--- config.mk ---
export PLATFORM = sky130hd
export DESIGN_NAME = hi_corr_mag_detect
export DESIGN_NICKNAME = d
export VERILOG_FILES = /design/src/rtl/hi_corr_mag_detect.sv
export SDC_FILE = /design/constraint.sdc
export NUM_CORES = 1
export LEC_CHECK = 0
export ABC_AREA = 0
export CELL_PAD_IN_SITES_DETAIL_PLACEMENT = 0
export CELL_PAD_IN_SITES_GLOBAL_PLACEMENT = 1
export CORE_MARGIN = 2
export CORE_UTILIZATION = 44
export CTS_CLUSTER_SIZE = 16
export DETAILED_ROUTE_END_ITERATION = 8
export GPL_TIMING_DRIVEN = 0
export PLACE_DENSITY = 0.79
export SYNTH_ARGS = -nofsm -noshare
export SYNTH_HDL_FRONTEND = slang
export SYNTH_SLANG_ARGS = --single-unit
export TNS_END_PERCENT = 100
--- constraint.sdc ---
create_clock -name adc_clk -period 2.4 [get_ports adc_clk]
set_clock_uncertainty 0.2 [all_clocks]
set_input_delay 0.72 -clock adc_clk [delete_from_list [all_inputs] [get_ports adc_clk]]
set_output_delay 0.72 -clock adc_clk [all_outputs]
set_load 0.01 [all_outputs]
--- src/rtl/hi_corr_mag_detect.sv ---
// Magnitude detector, hysteresis frame finder and output FIFO for the I/Q correlator stream.
// Define HI_CORR_MAG_L1_EN to use the saturated L1 norm instead of the max + min/2 estimate.
module hi_corr_mag_detect #(
  parameter int ON_COUNT   = 2,
  parameter int OFF_COUNT  = 4,
  parameter int FIFO_DEPTH = 4
) (
  input  logic       adc_clk,
  input  logic       nreset,
  input  logic       corr_valid,
  input  logic [7:0] corr_i,
  input  logic [7:0] corr_q,
  input  logic [7:0] thresh_hi,
  input  logic [7:0] thresh_lo,
  output logic [7:0] mag,
  output logic       mag_valid,
  output logic       frame_active,
  output logic       sof,
  output logic [8:0] out_data,
  output logic       out_valid,
  input  logic       out_ready,
  output logic       overflow,
  input  logic       ovf_clr
);

  localparam int AW = (FIFO_DEPTH > 1) ? $clog2(FIFO_DEPTH) : 1;
  localparam logic [3:0] LP_ON  = 4'(ON_COUNT);
  localparam logic [3:0] LP_OFF = 4'(OFF_COUNT);

  localparam logic [1:0] S_IDLE   = 2'd0;
  localparam logic [1:0] S_ARMED  = 2'd1;
  localparam logic [1:0] S_ACTIVE = 2'd2;

  logic [8:0] w_abs_i;
  logic [8:0] w_abs_q;
  logic [9:0] w_sum;
  logic [7:0] w_mag_nx;

  // Abs in 9 bits so that -128 maps to 128.
  assign w_abs_i = corr_i[7] ? (9'd0 - {corr_i[7], corr_i}) : {1'b0, corr_i};
  assign w_abs_q = corr_q[7] ? (9'd0 - {corr_q[7], corr_q}) : {1'b0, corr_q};

`ifdef HI_CORR_MAG_L1_EN
  assign w_sum = {1'b0, w_abs_i} + {1'b0, w_abs_q};
`else
  logic [8:0] w_max;
  logic [8:0] w_min;
  assign w_max = (w_abs_i >= w_abs_q) ? w_abs_i : w_abs_q;
  assign w_min = (w_abs_i >= w_abs_q) ? w_abs_q : w_abs_i;
  assign w_sum = {1'b0, w_max} + {1'b0, (w_min >> 1)};
`endif

  // The approximation tops out at 192, so the clamp only ever acts on the L1 sum.
  assign w_mag_nx = (w_sum > 10'd255) ? 8'hFF : w_sum[7:0];

  logic [7:0] r_mag;
  logic       r_mag_valid;

  always_ff @(negedge adc_clk or negedge nreset) begin
    if (!nreset) begin
      r_mag       <= 8'd0;
      r_mag_valid <= 1'b0;
    end else begin
      r_mag_valid <= corr_valid;
      if (corr_valid) r_mag <= w_mag_nx;
    end
  end

  assign mag       = r_mag;
  assign mag_valid = r_mag_valid;

  logic [1:0] r_state;
  logic [3:0] r_cnt;
  logic       r_push;
  logic [8:0] r_push_data;
  logic       r_sof;
  logic [1:0] w_state_nx;
  logic [3:0] w_cnt_nx;
  logic       w_push_nx;
  logic [8:0] w_push_data_nx;
  logic       w_sof_nx;

  // r_cnt counts entry hits while arming and exit misses while active.
  always_comb begin
    w_state_nx     = r_state;
    w_cnt_nx       = r_cnt;
    w_push_nx      = 1'b0;
    w_push_data_nx = {1'b0, r_mag};
    w_sof_nx       = 1'b0;
    if (r_mag_valid) begin
      case (r_state)
        S_IDLE: begin
          if (r_mag >= thresh_hi) begin
            if (LP_ON == 4'd1) begin
              w_state_nx = S_ACTIVE;
              w_cnt_nx   = 4'd0;
              w_sof_nx   = 1'b1;
              w_push_nx  = 1'b1;
            end else begin
              w_state_nx = S_ARMED;
              w_cnt_nx   = 4'd1;
            end
          end
        end
        S_ARMED: begin
          if (r_mag >= thresh_hi) begin
            if ((r_cnt + 4'd1) == LP_ON) begin
              w_state_nx = S_ACTIVE;
              w_cnt_nx   = 4'd0;
              w_sof_nx   = 1'b1;
              w_push_nx  = 1'b1;
            end else begin
              w_cnt_nx = r_cnt + 4'd1;
            end
          end else begin
            w_state_nx = S_IDLE;
            w_cnt_nx   = 4'd0;
          end
        end
        S_ACTIVE: begin
          w_push_nx = 1'b1;
          if (r_mag < thresh_lo) begin
            if ((r_cnt + 4'd1) == LP_OFF) begin
              w_state_nx     = S_IDLE;
              w_cnt_nx       = 4'd0;
              w_push_data_nx = 9'h100;
            end else begin
              w_cnt_nx = r_cnt + 4'd1;
            end
          end else begin
            w_cnt_nx = 4'd0;
          end
        end
        default: begin
          w_state_nx = S_IDLE;
          w_cnt_nx   = 4'd0;
        end
      endcase
    end
  end

  always_ff @(negedge adc_clk or negedge nreset) begin
    if (!nreset) begin
      r_state     <= S_IDLE;
      r_cnt       <= 4'd0;
      r_push      <= 1'b0;
      r_push_data <= 9'd0;
      r_sof       <= 1'b0;
    end else begin
      r_state     <= w_state_nx;
      r_cnt       <= w_cnt_nx;
      r_push      <= w_push_nx;
      r_push_data <= w_push_data_nx;
      r_sof       <= w_sof_nx;
    end
  end

  assign frame_active = (r_state == S_ACTIVE);
  assign sof          = r_sof;

  logic [8:0]  r_mem [FIFO_DEPTH];
  logic [AW:0] r_wr_ptr;
  logic [AW:0] r_rd_ptr;
  logic        r_overflow;
  logic        w_empty;
  logic        w_full;
  logic        w_pop;
  logic        w_wr_en;
  logic        w_drop;

  assign w_empty = (r_wr_ptr == r_rd_ptr);
  assign w_full  = (r_wr_ptr[AW] != r_rd_ptr[AW]) &&
                   (r_wr_ptr[AW-1:0] == r_rd_ptr[AW-1:0]);
  assign w_pop   = !w_empty && out_ready;
  // A pop in the same cycle frees the head slot, so a full FIFO can still take the push.
  assign w_wr_en = r_push && (!w_full || w_pop);
  assign w_drop  = r_push && w_full && !w_pop;

  always_ff @(negedge adc_clk) begin
    if (w_wr_en) r_mem[r_wr_ptr[AW-1:0]] <= r_push_data;
  end

  always_ff @(negedge adc_clk or negedge nreset) begin
    if (!nreset) begin
      r_wr_ptr   <= '0;
      r_rd_ptr   <= '0;
      r_overflow <= 1'b0;
    end else begin
      if (w_wr_en) r_wr_ptr <= r_wr_ptr + {{AW{1'b0}}, 1'b1};
      if (w_pop)   r_rd_ptr <= r_rd_ptr + {{AW{1'b0}}, 1'b1};
      if (w_drop)       r_overflow <= 1'b1;
      else if (ovf_clr) r_overflow <= 1'b0;
    end
  end

  assign out_valid = !w_empty;
  assign out_data  = w_empty ? 9'd0 : r_mem[r_rd_ptr[AW-1:0]];
  assign overflow  = r_overflow;

endmodule

==> results of run 1 <==
[timing repair]
| item | 4_1_cts | 5_1_grt |
|---|---|---|
| endpoints found under the hold margin | 0 | 0 |
| resized for setup | 282 | 77 |
| endpoints found under the setup margin | 90 | 95 |
| pin swaps | 64 | 57 |
| gates cloned | 3 | 1 |
| buffers inserted | 74 | 20 |
[registers in the layout, summed over array words and instances (netlist names)]
signal       flops
r_mem           36
r_push_data      9
mag              8
r_cnt            4
r_rd_ptr         3
r_wr_ptr         3
r_state          2
mag_valid        1
overflow         1
r_push           1
sof              1
[how the worst min path moves through the flow]
stage / startpoint / end / slack (ps)
finish: r_rd_ptr[2] / r_rd_ptr[2] / 250
global route: r_push_data[1] / r_mem[3][1] / 280
global placement: r_rd_ptr[2] / r_rd_ptr[2] / 250
floorplan: r_rd_ptr[2] / r_rd_ptr[2] / 220
CTS: r_wr_ptr[2] / r_wr_ptr[2] / 250
detailed placement: r_rd_ptr[2] / r_rd_ptr[2] / 260
[cells by family (layout without fill, tap and decap cells)]
family	Yosys count	after routing	synth area share, %
AO/OA/AOI/OAI	66	66	12.1
flip-flops	69	69	44.1
adder cells (fa/ha/maj)	47	47	13.8
XOR/XNOR	20	20	4.06
multiplexers	31	31	9.91
buffers and inverters	51	247	4.61
other	2	3	0.174
AND/OR/NAND/NOR	93	95	11.2
[where the power goes]
part           internal (mW)  switching (mW)  total, mW
registers               1.57           0.231       1.80
logic                   2.42            1.92       4.34
clock network          0.484           0.700       1.18
total                   4.47            2.85       7.32
[layout make-up]
cell class	count	area (µm²)	area share, %
tap	133	166	2.33
buffer	4	42.5	0.596
inverter	42	205	2.87
timing repair buffer	149	1400	19.6
multi-input combinational	262	3100	43.3
clock inverter	43	201	2.82
sequential	69	1910	26.7
clock buffer	9	124	1.73
[stage by stage]
step | std cells | setup TNS, ps | setup WS, ps | hold WS, ps | util [%]
after global routing | 711 | -79500 | -3460 | 279 | 74.1
after detailed placement | 571 | -157630 | -4150 | 258 | 57.6
after CTS | 697 | -75290 | -3220 | 246 | 69.8
final | 711 | -75760 | -3240 | 254 | 74.1
after global placement | 571 | -194150 | -4140 | 246 | 57.6
after floorplan | 380 | -77370 | -3300 | 220 | -
[cells in the mapped netlist (4+ instances only)]
cell / n
edfxtp_1: 36
ha_1: 46
a21o_1: 5
xor2_1: 10
nand3_1: 5
o21ai_0: 9
mux4_2: 9
mux2_2: 4
xnor2_1: 10
inv_1: 43
o22a_1: 7
a21oi_1: 10
o21a_1: 8
nand2_1: 19
dfrtn_1: 33
nand2b_1: 5
nor2_1: 21
mux2i_1: 18
nor2b_1: 24
[layout by cell type, fill, tap and decap left out, drive strengths merged, types with 4 or more instances in the layout]
| master | n |
|---|---|
| buf | 137 |
| inv | 82 |
| ha | 46 |
| edfxtp | 36 |
| dfrtn | 33 |
| nor2b | 24 |
| nor2 | 24 |
| nand2 | 20 |
| mux2i | 18 |
| clkbuf | 14 |
| xnor2 | 10 |
| a21oi | 10 |
| xor2 | 10 |
| mux4 | 9 |
| o21ai | 9 |
| o21a | 8 |
| o22a | 7 |
| dlygate4sd2 | 6 |
| nand2b | 6 |
| a21o | 5 |
| nand3 | 5 |
| mux2 | 4 |
[per-layer routing]
metal | part of all wire, % | wire [µm]
met4 | 2.1 | 240
met5 | 0 | 0
met3 | 2.8 | 318
met1 | 43 | 4840
met2 | 53 | 5990
==> results.md, run 1 <==
- Seq/Total Area, Yosys: 44.1%
- Cell seen most often among critical-path stages: nor2b_4
- Via density: 5.04
- CTS sink count: 69
- Die Y: 103 µm
- Met1 usage in global routing: 26.8%
- Outcome: complete, but fails checks
- RSZ-0062 raised after global routing: yes
- Post-Synthesis Cells: 379
- Failing checks: setup timing
- Distinct cells, synth: 54
- R2R depth: 10
- DRT Wirelength: 11,400 µm
- # H-tree levels: 3
- Power Total: 7.32 mW
- Post-synth EDFFs: 36
- GR Util met2: 37.6%
- CTS Buf Count: 9
- Slowest stage delay, CP: 300 ps
- HPWL Detailed: 6830 µm
- Setup ws final: -3240 ps
- Placer congestion estimate: 0.734
- GR Overflow Total: 0
- CP max FO: 7
- Slew Limit Fails: 0
- FF+latch count, synth: 69
- Critical Path, Cell by Cell: dlygate4sd2_1 -> nor2_1 -> nand2_4 -> nand2_2 -> xor2_2 -> ha_1 -> a21oi_2 -> nor2b_4 -> o21ai_2 -> o211ai_1 -> a21o_1 -> buf_4 -> mux2i_1 -> ha_2 -> inv_2 -> fa_2 -> nor2b_4 -> o31a_1 -> o21ai_1 -> nand2b_1 -> a31o_4 -> o22a_1
- Largest net degree at the start of global routing: 34
- Leakage: 3.18 nW
- Total GRT Usage: 21.6%
- Critical Path End: mag[5]
- Design area: 7140 µm²
- Met3 Use GR: 4.75%
- Clock buffer depth: 2
- CP top delay family: compound AO/OA/AOI/OAI gates
- Final setup viols: 88
- Crit. End Element: register
- Filler cells: 653
- Clk slew on worst S/H paths: 60 ps
- Diode count: 0
- Wire length per cell after detailed routing: 16.0 µm
- Core Footprint: 9640 µm²
- Setup crit start: corr_q[3]
- Hold violation total from the final report: 0
- 1st-pass router iterations: 4
- Maximum VDD drop: 0.631 mV
- Global route hottest layer: met2
- Async SR Flop Fraction: 47.8%
- Placed cell areas: 5550 µm²
- Avg Cell Area, Syn: 11.4 µm²
- Via count: 3,584
- WP buf/inv: 3
- Layout area overhead: 65.4%
- DRC viols: 0
- Leading area contributor after synthesis: edfxtp_1
- Yosys top cell area share: 25.0%
- Critical path class: primary input to register
- Worst Hold Depth: 1
- Site Rows: 36
- Initial DRC Count: 82
- Vias in the first global route: 3,731
- Num ports: 59
- PwrDens: 1020 nW/µm²
- Die area: 10,600 µm²
- Starting Density: 44.8%
- R2R setup slack: -20 ps
- Die Wd: 103 µm
- # nets final: 657
- Hold buffers post-CTS: 0
- Latest clock arrival within the worst-skew pair: 340 ps
- FF-to-FF End: r_cnt[0]
- Synthesized area: 4320 µm²
- First-pass GRT wire length: 17,500 µm
- Crit path depth: 22
- Worst setup SP type: primary input
- Worst R2R Start: mag[4]
- Top_reg_cell synth: edfxtp_1
- Antenna Violating Nets Remaining: 0
- WP data required: 1180 ps
- Initial antenna violation count: 0
- Clock root buffer: clkbuf_8
- Arr. time, crit path: 4420 ps
- Leading post-synthesis cells by cell area: edfxtp_1, dfrtn_1, ha_1
- Layout cell share with drive strength beyond 1: 51.7%
- Synth Warn #: 0
- Maxcap violations: 0
- HP Class: register to register
- TritonCTS clock tree: done
- PortBufs: 58
- Slowest CP cell: dlygate4sd2_1
Power figures use the tool's default switching activity.
==> run 2, diff against run 1 <==
--- a/config.mk
+++ b/config.mk
@@ -14,6 +14,7 @@
 export DETAILED_ROUTE_END_ITERATION = 8
 export GPL_TIMING_DRIVEN = 0
 export PLACE_DENSITY = 0.79
+export SKIP_CTS_REPAIR_TIMING = 1
 export SYNTH_ARGS = -nofsm -noshare
 export SYNTH_HDL_FRONTEND = slang
 export SYNTH_SLANG_ARGS = --single-unit
==> results.md, run 2 (same netlist as run 1, synthesis figures left out) <==
- CTS Buf Count: 9 (unchanged)
- Largest net degree at the start of global routing: 34 (unchanged)
- CTS sink count: 69 (unchanged)
- # nets final: 641 (-2.4%)
- Final setup viols: 86 (-2.3%)
- Clk slew on worst S/H paths: 60 ps (about the same)
- DRC viols: 0 (unchanged)
- Diode count: 0 (unchanged)
- Num ports: 59 (unchanged)
- Outcome: complete, but fails checks
- WP data required: 1190 ps (about the same)
- Most frequent cells in the layout: inv_1, buf_4, edfxtp_1, dfrtn_1, ha_1
- HP Class: register to register
- Fin Setup TNS: -76,160 ps (-399 ps)
- DRT Wirelength: 10,300 µm (-9.5%)
- Slew Limit Fails: 0 (unchanged)
- Clock buffer depth: 2 (unchanged)
- Critical path class: primary input to register
- Rel. slew slack: 47.2%
- Total GRT Usage: 18.4% (-3.2 points)
- Maximum VDD drop: 0.632 mV (+0.17%)
- Initial DRC Count: 79 (-3.7%)
- Core Footprint: 9640 µm² (unchanged)
- Filler cells: 719 (+10%)
- Initial antenna violation count: 0 (unchanged)
- Clock root buffer: clkbuf_8
- Max reg flops: 36 (unchanged)
- Via count: 3,441 (-4.0%)
- 1st-pass router iterations: 6 (+2)
- PwrDens: 1000 nW/µm² (-2.1%)
- DP Worst Slack: -4150 ps (unchanged)
- TritonCTS clock tree: done
- GR Overflow Total: 0 (unchanged)
- Latest clock arrival within the worst-skew pair: 330 ps (about the same)
- Crit. End Element: register
- CP max FO: 7 (unchanged)
- Via density: 4.95 (-1.8%)
- Worst setup SP type: primary input
- Antenna Violating Nets Remaining: 0 (unchanged)
- # H-tree levels: 3 (unchanged)
- RSZ-0062 raised after global routing: yes
- Die Y: 103 µm (unchanged)
- PortBufs: 58 (unchanged)
- Maxcap violations: 0 (unchanged)
- Vias in the first global route: 3,247 (-13%)
- Layout cell share with drive strength beyond 1: 46.8% (-4.9 points)
- First-pass GRT wire length: 15,100 µm (-14%)
- Hold violation total from the final report: 0 (unchanged)
- HPWL Detailed: 6830 µm (unchanged)
- Layout area overhead: 57.5%
- Setup ws final: -3250 ps (-16.3 ps)
- Site Rows: 36 (unchanged)
- Failing checks: setup timing
- Worst Tran Pin Value: 792 ps
- Placer congestion estimate: 0.734 (unchanged)
- Starting Density: 44.8% (unchanged)
- Arr. time, crit path: 4440 ps (+20 ps)
- Die area: 10,600 µm² (unchanged)
- Wire length per cell after detailed routing: 14.8 µm (-7.4%)
- Leakage: 3.13 nW (-1.7%)
- Die Wd: 103 µm (unchanged)
run 2: through the flow:
stage               cells  area, µm²  total power, mW  util [%]  hold slack, ps
global placement      571       5550             4.84      57.6             246
floorplan             380       4810             4.01         -             220
finish                695       6800             6.83      70.6             256
CTS                   622       5870             6.00      60.9             266
detailed placement    571       5550             4.90      57.6             258
global route          695       6800             7.33      70.6             278
run 2: cell type report:
class / count / area [µm²] / area share, %
multi-input combinational: 262 / 2970 / 43.7
sequential: 69 / 1910 / 28.0
timing repair buffer: 130 / 1140 / 16.8
clock inverter: 43 / 201 / 2.96
inverter: 42 / 195 / 2.87
tap: 133 / 166 / 2.45
clock buffer: 9 / 124 / 1.82
buffer: 7 / 98.8 / 1.45
run 2: worst max-delay path, cell delays in order:
cell	delay, ps
buf_6	100
or3_4	390
nor3_4	130
nand2b_4	170
xor2_4	210
ha_4	230
nor2b_4	120
o21ai_2	130
o211ai_1	100
a21o_1	200
buf_6	140
buf_12	130
mux2i_2	140
ha_2	190
inv_2	50
fa_2	220
nor2b_4	50
o31a_1	290
o21ai_1	140
nand2b_1	120
a31o_4	290
o22a_1	170
run 2: metal layers:
layer	wire length [µm]	global-route usage, %
met1	4560	24.7
met2	5280	29.7
met3	320	4.68
met4	159	5.26
met5	0	0
run 2: report_power, final:
part	switching (mW)	leakage (nW)	total, mW	internal (mW)
sequential	0.244	0.720	1.81	1.57
clock	0.680	0.292	1.16	0.483
combinational	1.72	2.12	3.85	2.13
run 2: path summary, 6_finish.rpt:
kind	startpoint	depth (start not counted)	slack, ps	to
setup / recovery	corr_q[0]	22	-3250	mag[2]
hold / removal	r_rd_ptr[2]	1	260	r_rd_ptr[2]
setup reg to reg	mag[2]	9	10	r_cnt[0]
hold reg to reg	r_rd_ptr[2]	1	260	r_rd_ptr[2]
max in group asynchronous	nreset	1	110	r_push_data[0]
min in group asynchronous	nreset	1	1340	r_wr_ptr[2]
